### src/rtl/regfile_mp_pkg.sv
// Shared constants for the multi-port register file.
package regfile_mp_pkg;

    localparam int unsigned DEF_DATA_W = 16;
    localparam int unsigned DEF_ADDR_W = 3;
    localparam int unsigned R0_IDX     = 0;
    localparam bit          RESET_BIT  = 1'b0;

endpackage : regfile_mp_pkg

### src/rtl/regfile_mp_rd_port.sv
// One read port: write bypass, R0 override and optional output register.
module regfile_mp_rd_port
    import regfile_mp_pkg::*;
#(
    parameter int unsigned DATA_W  = DEF_DATA_W,
    parameter int unsigned ADDR_W  = DEF_ADDR_W,
    parameter bit          BYPASS  = 1'b1,
    parameter bit          REG_OUT = 1'b0,
    parameter bit          ZERO_R0 = 1'b0
) (
    input  logic                                  clk,
    input  logic                                  reset_n,
    input  logic [(2**ADDR_W)-1:0][DATA_W-1:0]    regs,
    input  logic [(2**ADDR_W)-1:0]                valid,
    input  logic [ADDR_W-1:0]                     readnum,
    input  logic                                  write,
    input  logic [ADDR_W-1:0]                     writenum,
    input  logic [DATA_W-1:0]                     data_in,
    output logic [DATA_W-1:0]                     data_out,
    output logic                                  valid_out
);

    logic              hit_c;
    logic [DATA_W-1:0] rd_data_c;
    logic              rd_valid_c;

    assign hit_c = write && (writenum == readnum) && reset_n;

    // Storage read, then forwarding, then the hard-wired R0 override on top.
    always_comb begin
        rd_data_c  = regs[readnum];
        rd_valid_c = valid[readnum];
        if (BYPASS && hit_c) begin
            rd_data_c  = data_in;
            rd_valid_c = 1'b1;
        end
        if (ZERO_R0 && (readnum == ADDR_W'(R0_IDX))) begin
            rd_data_c  = '0;
            rd_valid_c = 1'b1;
        end
    end

    generate
        if (REG_OUT) begin : g_reg
            logic [DATA_W-1:0] data_q;
            logic              valid_q;

            always_ff @(posedge clk) begin
                if (!reset_n) begin
                    data_q  <= '0;
                    valid_q <= RESET_BIT;
                end else begin
                    data_q  <= rd_data_c;
                    valid_q <= rd_valid_c;
                end
            end

            assign data_out  = data_q;
            assign valid_out = valid_q;
        end else begin : g_comb
            logic unused_clk;
            assign unused_clk = clk;
            assign data_out   = rd_data_c;
            assign valid_out  = rd_valid_c;
        end
    endgenerate

endmodule : regfile_mp_rd_port

### src/rtl/regfile_mp.sv
// DEPTH x DATA_W register file: one write port, two read ports, per-register valid bits.
module regfile_mp
    import regfile_mp_pkg::*;
#(
    parameter int unsigned DATA_W  = DEF_DATA_W,
    parameter int unsigned ADDR_W  = DEF_ADDR_W,
    parameter bit          BYPASS  = 1'b1,
    parameter bit          REG_OUT = 1'b0,
    parameter bit          ZERO_R0 = 1'b0
) (
    input  logic              clk,
    input  logic              reset_n,
    input  logic              write,
    input  logic [ADDR_W-1:0] writenum,
    input  logic [DATA_W-1:0] data_in,
    input  logic [ADDR_W-1:0] readnum_a,
    input  logic [ADDR_W-1:0] readnum_b,
    output logic [DATA_W-1:0] data_out_a,
    output logic [DATA_W-1:0] data_out_b,
    output logic              valid_a,
    output logic              valid_b
);

    localparam int unsigned DEPTH = 2 ** ADDR_W;

    logic [DEPTH-1:0][DATA_W-1:0] regs;
    logic [DEPTH-1:0]             valid;
    logic [DEPTH-1:0]             wr_sel_c;

    // Write decoder; R0 swallows writes when it is hard-wired to zero.
    always_comb begin
        wr_sel_c = '0;
        if (write && !(ZERO_R0 && (writenum == ADDR_W'(R0_IDX)))) begin
            wr_sel_c[writenum] = 1'b1;
        end
    end

    always_ff @(posedge clk) begin
        if (!reset_n) begin
            regs  <= '0;
            valid <= '0;
        end else begin
            for (int unsigned i = 0; i < DEPTH; i++) begin
                if (wr_sel_c[i]) begin
                    regs[i]  <= data_in;
                    valid[i] <= 1'b1;
                end
            end
        end
    end

    regfile_mp_rd_port #(
        .DATA_W  (DATA_W),
        .ADDR_W  (ADDR_W),
        .BYPASS  (BYPASS),
        .REG_OUT (REG_OUT),
        .ZERO_R0 (ZERO_R0)
    ) u_rd_a (
        .clk       (clk),
        .reset_n   (reset_n),
        .regs      (regs),
        .valid     (valid),
        .readnum   (readnum_a),
        .write     (write),
        .writenum  (writenum),
        .data_in   (data_in),
        .data_out  (data_out_a),
        .valid_out (valid_a)
    );

    regfile_mp_rd_port #(
        .DATA_W  (DATA_W),
        .ADDR_W  (ADDR_W),
        .BYPASS  (BYPASS),
        .REG_OUT (REG_OUT),
        .ZERO_R0 (ZERO_R0)
    ) u_rd_b (
        .clk       (clk),
        .reset_n   (reset_n),
        .regs      (regs),
        .valid     (valid),
        .readnum   (readnum_b),
        .write     (write),
        .writenum  (writenum),
        .data_in   (data_in),
        .data_out  (data_out_b),
        .valid_out (valid_b)
    );

endmodule : regfile_mp

### config.mk
export PLATFORM = sky130hd
export DESIGN_NAME = regfile_mp
export DESIGN_NICKNAME = d
export VERILOG_FILES = /design/src/rtl/regfile_mp_pkg.sv /design/src/rtl/regfile_mp_rd_port.sv /design/src/rtl/regfile_mp.sv
export SDC_FILE = /design/constraint.sdc
export NUM_CORES = 1
export LEC_CHECK = 0
export CORE_AREA = 2 2 116 118
export CTS_CLUSTER_SIZE = 20
export DETAILED_ROUTE_END_ITERATION = 6
export DIE_AREA = 0 0 118 120
export GPL_TIMING_DRIVEN = 0
export PLACE_DENSITY = 0.88
export SLEW_MARGIN = 20
export SYNTH_ARGS = -nofsm -noshare
export SYNTH_HDL_FRONTEND = slang
export SYNTH_HIERARCHICAL = 1
export SYNTH_SLANG_ARGS = --single-unit
### constraint.sdc
create_clock -name clk -period 6.9 [get_ports clk]
set_input_delay 2.07 -clock clk [delete_from_list [all_inputs] [get_ports clk]]
set_output_delay 2.07 -clock clk [all_outputs]
set_load 0.02 [all_outputs]
Word level (Yosys, flattened, before mapping) --
Cells that the tools add are included.
Operators by class: $lt $le $gt $ge 4, eq/ne operators 2, muxes and demuxes 15, reduce and logical (&&, ||, !) cells 5
Operator list (number):
- $bmux 16 s3 | 2
- $mux 16 | 4
- $lt 3x4->1 const B | 3
- $mux 8 | 1
- $bmux 1 s3 | 2
- $eq 3x3->1 | 2
- $logic_and 1x1->1 | 5
- $mux 1 | 5
- $demux 1 s3 | 1
- $ge 3x1->1 const B | 1
Word-level totals: register bits 136, output and inout port bits 34, logic and storage cells 42

Depth between registers and ports, before layout --
depth after elaboration 5, depth in mapped cells 6

Modules after synthesis --
Netlist, hierarchy kept.
By module, submodules not included:
- regfile_mp | instances 1, cells each 463, area an instance 4952.2 um2, sequential area each 2722.6 um2
- regfile_mp_rd_port | instances 2, cells each 85, area an instance 1310.0 um2, sequential area each 0.0 um2

Worst setup path before layout --
OpenSTA, ideal clock, no wires.
path kind input -> output, from input port readnum_a[1], to output port data_out_a[0], arrival time 3.596 ns, required time 4.830 ns, path slack 1.234 ns, stages on the path 5, buffers on the path 2, path through clkbuf_1 -> clkbuf_1 -> mux4_2 -> mux2_2 -> mux2_2
On the way: cells in the longest elaborated chain, start to end 4, elaborated cells on any way between the ends 6, those cells by class 1 x eq/ne; 3 x mux; 2 x reduce/logical
RTL lines:
- start, declared | RTL line regfile_mp.sv:16 | input logic [ADDR_W-1:0] readnum_a,
- parallel branches: the longest is 3 deep, another holds $bmux 16 s3
- $mux 16 * | RTL line regfile_mp_rd_port.sv:33 | if (BYPASS && hit_c) begin
- end, declared | RTL line regfile_mp.sv:18 | output logic [DATA_W-1:0] data_out_a,
Every way passes the cells marked *. The select of a mux whose other input is x is not followed.

Final worst setup path --
from input port readnum_b[1], to output port data_out_b[11]
On the way: cells in the longest elaborated chain, start to end 4, elaborated cells on any way between the ends 6, those cells by class 1 x eq/ne; 3 x mux; 2 x reduce/logical
RTL lines:
- start, declared | RTL line regfile_mp.sv:17 | input logic [ADDR_W-1:0] readnum_b,
- parallel branches: the longest is 3 deep, another holds $bmux 16 s3
- $mux 16 * | RTL line regfile_mp_rd_port.sv:33
- end, declared | RTL line regfile_mp.sv:19 | output logic [DATA_W-1:0] data_out_b,
Marks and branches as above.

==> summary.md <==
| Metric | Value |
|---|---|
| Outcome | `finished clean` |
| Synthesized instance count | `633` |
| Max-slew headroom at the worst pin | `0.4274` |
| Die area | `0.01416 mm2` |
| Fillcell total | `921` |
| Fin nets | `735` |
| Antenna-violating nets left | `0` |
| Yosys warns | `6` |
| Pre-antenna DRT Iters | `4` |
| Root Driver | `clkbuf_16` |
| Vias | `5631` |
| Min-delay worst type | `reg -> reg` |
| Clk Latency, worst-skew pair | `0.42 ns` |
| Skew final | `0 ns` |
| Max incr delay on CP | `0.67 ns` |
| # IOs | `between 60 and 70` |
| Cell area after synthesis | `0.007572 mm2` |
| Pleak | `roughly 3.9 nW` |
| Gr usage total | `0.3068` |
| CP endpoint kind | `output pin` |
| Initial antenna violation count | `0` |
| Kind of start point of the critical path | `primary input` |
| Final setup fails | `0` |
| Unique masters post-synth | `22` |
| Worst Setup SP | `readnum_b[1]` |
| Antenna diodes | `0` |
| Routability cong. | `0.9104` |
| Chip width | `118 um` |
| Final setup TNS | `0 ns` |
| Worst path arrival time | `4.76 ns` |
| Maximum clock path buffer count | `2` |
| Number of remaining DRC errors | `0` |
| Post-synthesis register bit count | `roughly 140` |
| Grt ovf | `0` |
| Unrepaired setup endpoints after global routing | `no` |
| Critical Path RT | `4.83 ns` |
| Slew Limit Fails | `0` |
| Postcts setup bufs | `0` |
| Pin count of the biggest net entering global routing | `17` |
| TritonCTS clock tree | `built` |
| Core Util, Final | `0.6851` |
| HPWL after DPL | `14400 um` |
| Final worst path period share | `0.9895` |
| Area grow syn2layout | `17.43%` |
| Avg Vias per Cell | `6.292` |
| Max VDD drop | `roughly 0.15 mV` |
| Worst path cell trace | `clkbuf_1 -> clkbuf_1 -> mux4_2 -> mux2_2 -> mux2_4 -> clkdlybuf4s50_1` |
| 1st-iter DRT viols | `508` |
| Critical path depth | `6` |
| Reg area | `~0.0027 mm2` |
| Row cnt | `42` |
| PD cells | `213.6 mW/mm2` |
| Hold Crit Depth | `2` |
| Reg2reg start | `regs[92]` |
| Area of the multi-input gates | `0.004394 mm2` |
| Max Freq | `0.1465 GHz` |
| Category of the most critical setup path | `in -> out` |
| Most common cell on crit path | `clkbuf_1` |
| End of the critical path | `data_out_b[11]` |
| Cts repair resizes | `0` |
| Worst reg2reg path endpoint | `regs[92]` |
| Clk pin slew, worst setup/hold paths | `0.06 ns` |
| CP max FO | `10` |
| Starting Density | `0.5834` |
| Part of the Yosys area used for sequential elements | `0.3596` |
| Endpoints failing hold | `0` |
| Global-route wire length before repair | `approximately 32000 um` |
| Worst Path Buf+Inv | `3` |
| Vias in the first global route | `slightly below 6000` |
| Post-route minimum period | `around 6.8 ns` |
| CORE AREA | `0.01298 mm2` |
| Routed wire length | `21240 um` |
| Cts bufs inserted | `17` |
| CP delay by family, top | `buffers and inverters` |
| R2R cell count | `2` |
| Worst-margin pin slew | `between 0.8 and 0.9 ns` |
| Max-cap viol count | `0` |
| H-tree levels | `4` |
| Port buffer count | `55` |
| Syn Area/Cell | `11.96 um2` |
| Ratio of cells with drive above 1 in the final layout | `0.2865` |
| Clk sinks | `136` |
| Die height | `120 um` |
| Post-CTS Hold Fix Bufs | `0` |
| R2r setup slk | `6.18 ns` |
| Syn_nets | `661` |
| WL/cell | `23.74 um` |
| Slowest cell on the critical path | `clkbuf_1` |
## worst register-to-register path, delay by kind of cell, from the launching register on
family / cells / cell delay, ns
multiplexers: 1 / 0.20
AND/OR/NAND/NOR: 1 / 0.08
flip-flops: 1 / 0.36
## cells in the final DEF (no fill, tap or decap)
master,count
a21boi_0,6
and4bb_1,1
buf_12,3
buf_2,13
buf_4,12
buf_6,13
buf_8,1
bufinv_16,1
clkbuf_1,17
clkbuf_16,17
clkbuf_8,3
clkdlybuf4s50_1,55
clkinv_2,6
clkinvlp_4,2
dfxtp_1,136
inv_1,6
mux2_2,46
mux2_4,18
mux2i_1,130
mux4_2,68
nand2_1,148
nand4_1,1
nand4b_1,3
nand4bb_1,2
nor4b_2,1
o21a_1,2
or4_4,2
xor2_1,6
## where the power goes
group / internal, mW / total (mW) / switching, mW
clock: 0.517 / 0.851 / 0.333
combinational: 0.107 / 0.232 / 0.125
sequential: 0.804 / 0.817 / 0.0127
total: 1.43 / 1.90 / 0.471
## metal layers
layer / track usage / vias up / share of wire / routed length (um)
li1: - / 2453 / - / -
met1: 0.3648 / 2808 / 0.38 / 8132
met2: 0.5269 / 301 / 0.49 / 10490
met3: 0.06892 / 69 / 0.074 / 1573
met4: 0.1498 / 0 / 0.049 / 1046
met5: 0 / - / 0 / 0
## synthesized netlist by cell type (all sizes together)
| library cell | number | area, um2 |
|---|---|---|
| nand4bb | 2 | 22.52 |
| dfxtp | 136 | 2723 |
| nand2 | 148 | 555.5 |
| or4 | 2 | 22.52 |
| and4bb | 1 | 12.51 |
| mux2 | 64 | 788.3 |
| a21boi | 6 | 45.04 |
| nand4b | 3 | 26.28 |
| clkbuf | 15 | 56.30 |
| mux4 | 68 | 1531 |
| o21a | 2 | 15.01 |
| xor2 | 6 | 52.55 |
| nor4b | 1 | 15.01 |
| mux2i | 130 | 1301 |
| nand4 | 1 | 6.260 |
| buf | 42 | 376.6 |
| inv | 6 | 22.52 |
## cell families (layout without fill, tap and decap cells)
group	count (synthesis)	after routing	synth area share
AOI/OAI and AO/OA	8	8	0.007930
xor gates and xnor gates	6	6	0.006940
buffers and inverters	63	149	0.06014
DFF	136	136	0.3596
muxes	262	262	0.4782
and+or+nand+nor	158	158	0.08724
## how the worst min path moves through the flow
stage	slack, ns	end	from
6_report	0.47	regs[35]	regs[35]
5_1_grt	0.50	regs[3]	regs[3]
3_3_place_gp	0.45	regs[29]	regs[29]
4_1_cts	0.47	regs[46]	regs[46]
3_5_place_dp	0.46	regs[28]	regs[28]
2_1_floorplan	0.44	regs[16]	regs[16]
## registers in the layout (all words and copies together), names as in the netlist
signal,count
regs,128
valid,8
## area by class of cell
class,count,area share
Multi-Input combinational cell,434,0.4942
Sequential cell,136,0.3062
Timing Repair Buffer,55,0.06191
Clock buffer,22,0.05333
Buffer,57,0.04868
Tap cell,176,0.02476
Clock inverter,9,0.008442
Inverter,6,0.002533
## per-stage QoR
stage | cells | setup slack (ns) | area [um2] | total power, mW | hold slack (ns)
2_1_floorplan | 633 | 1.234 | 7572 | 0.9774 | 0.4418
3_3_place_gp | 864 | 0.1932 | 8343 | 1.052 | 0.4487
3_5_place_dp | 864 | 0.1091 | 8343 | 1.061 | 0.4637
4_1_cts | 895 | 0.1070 | 8892 | 1.898 | 0.4723
5_1_grt | 895 | 0.06619 | 8892 | 1.948 | 0.4971
6_report | 895 | 0.07279 | 8892 | 1.899 | 0.4732
Note: power is estimated with default switching activity, not from simulation.
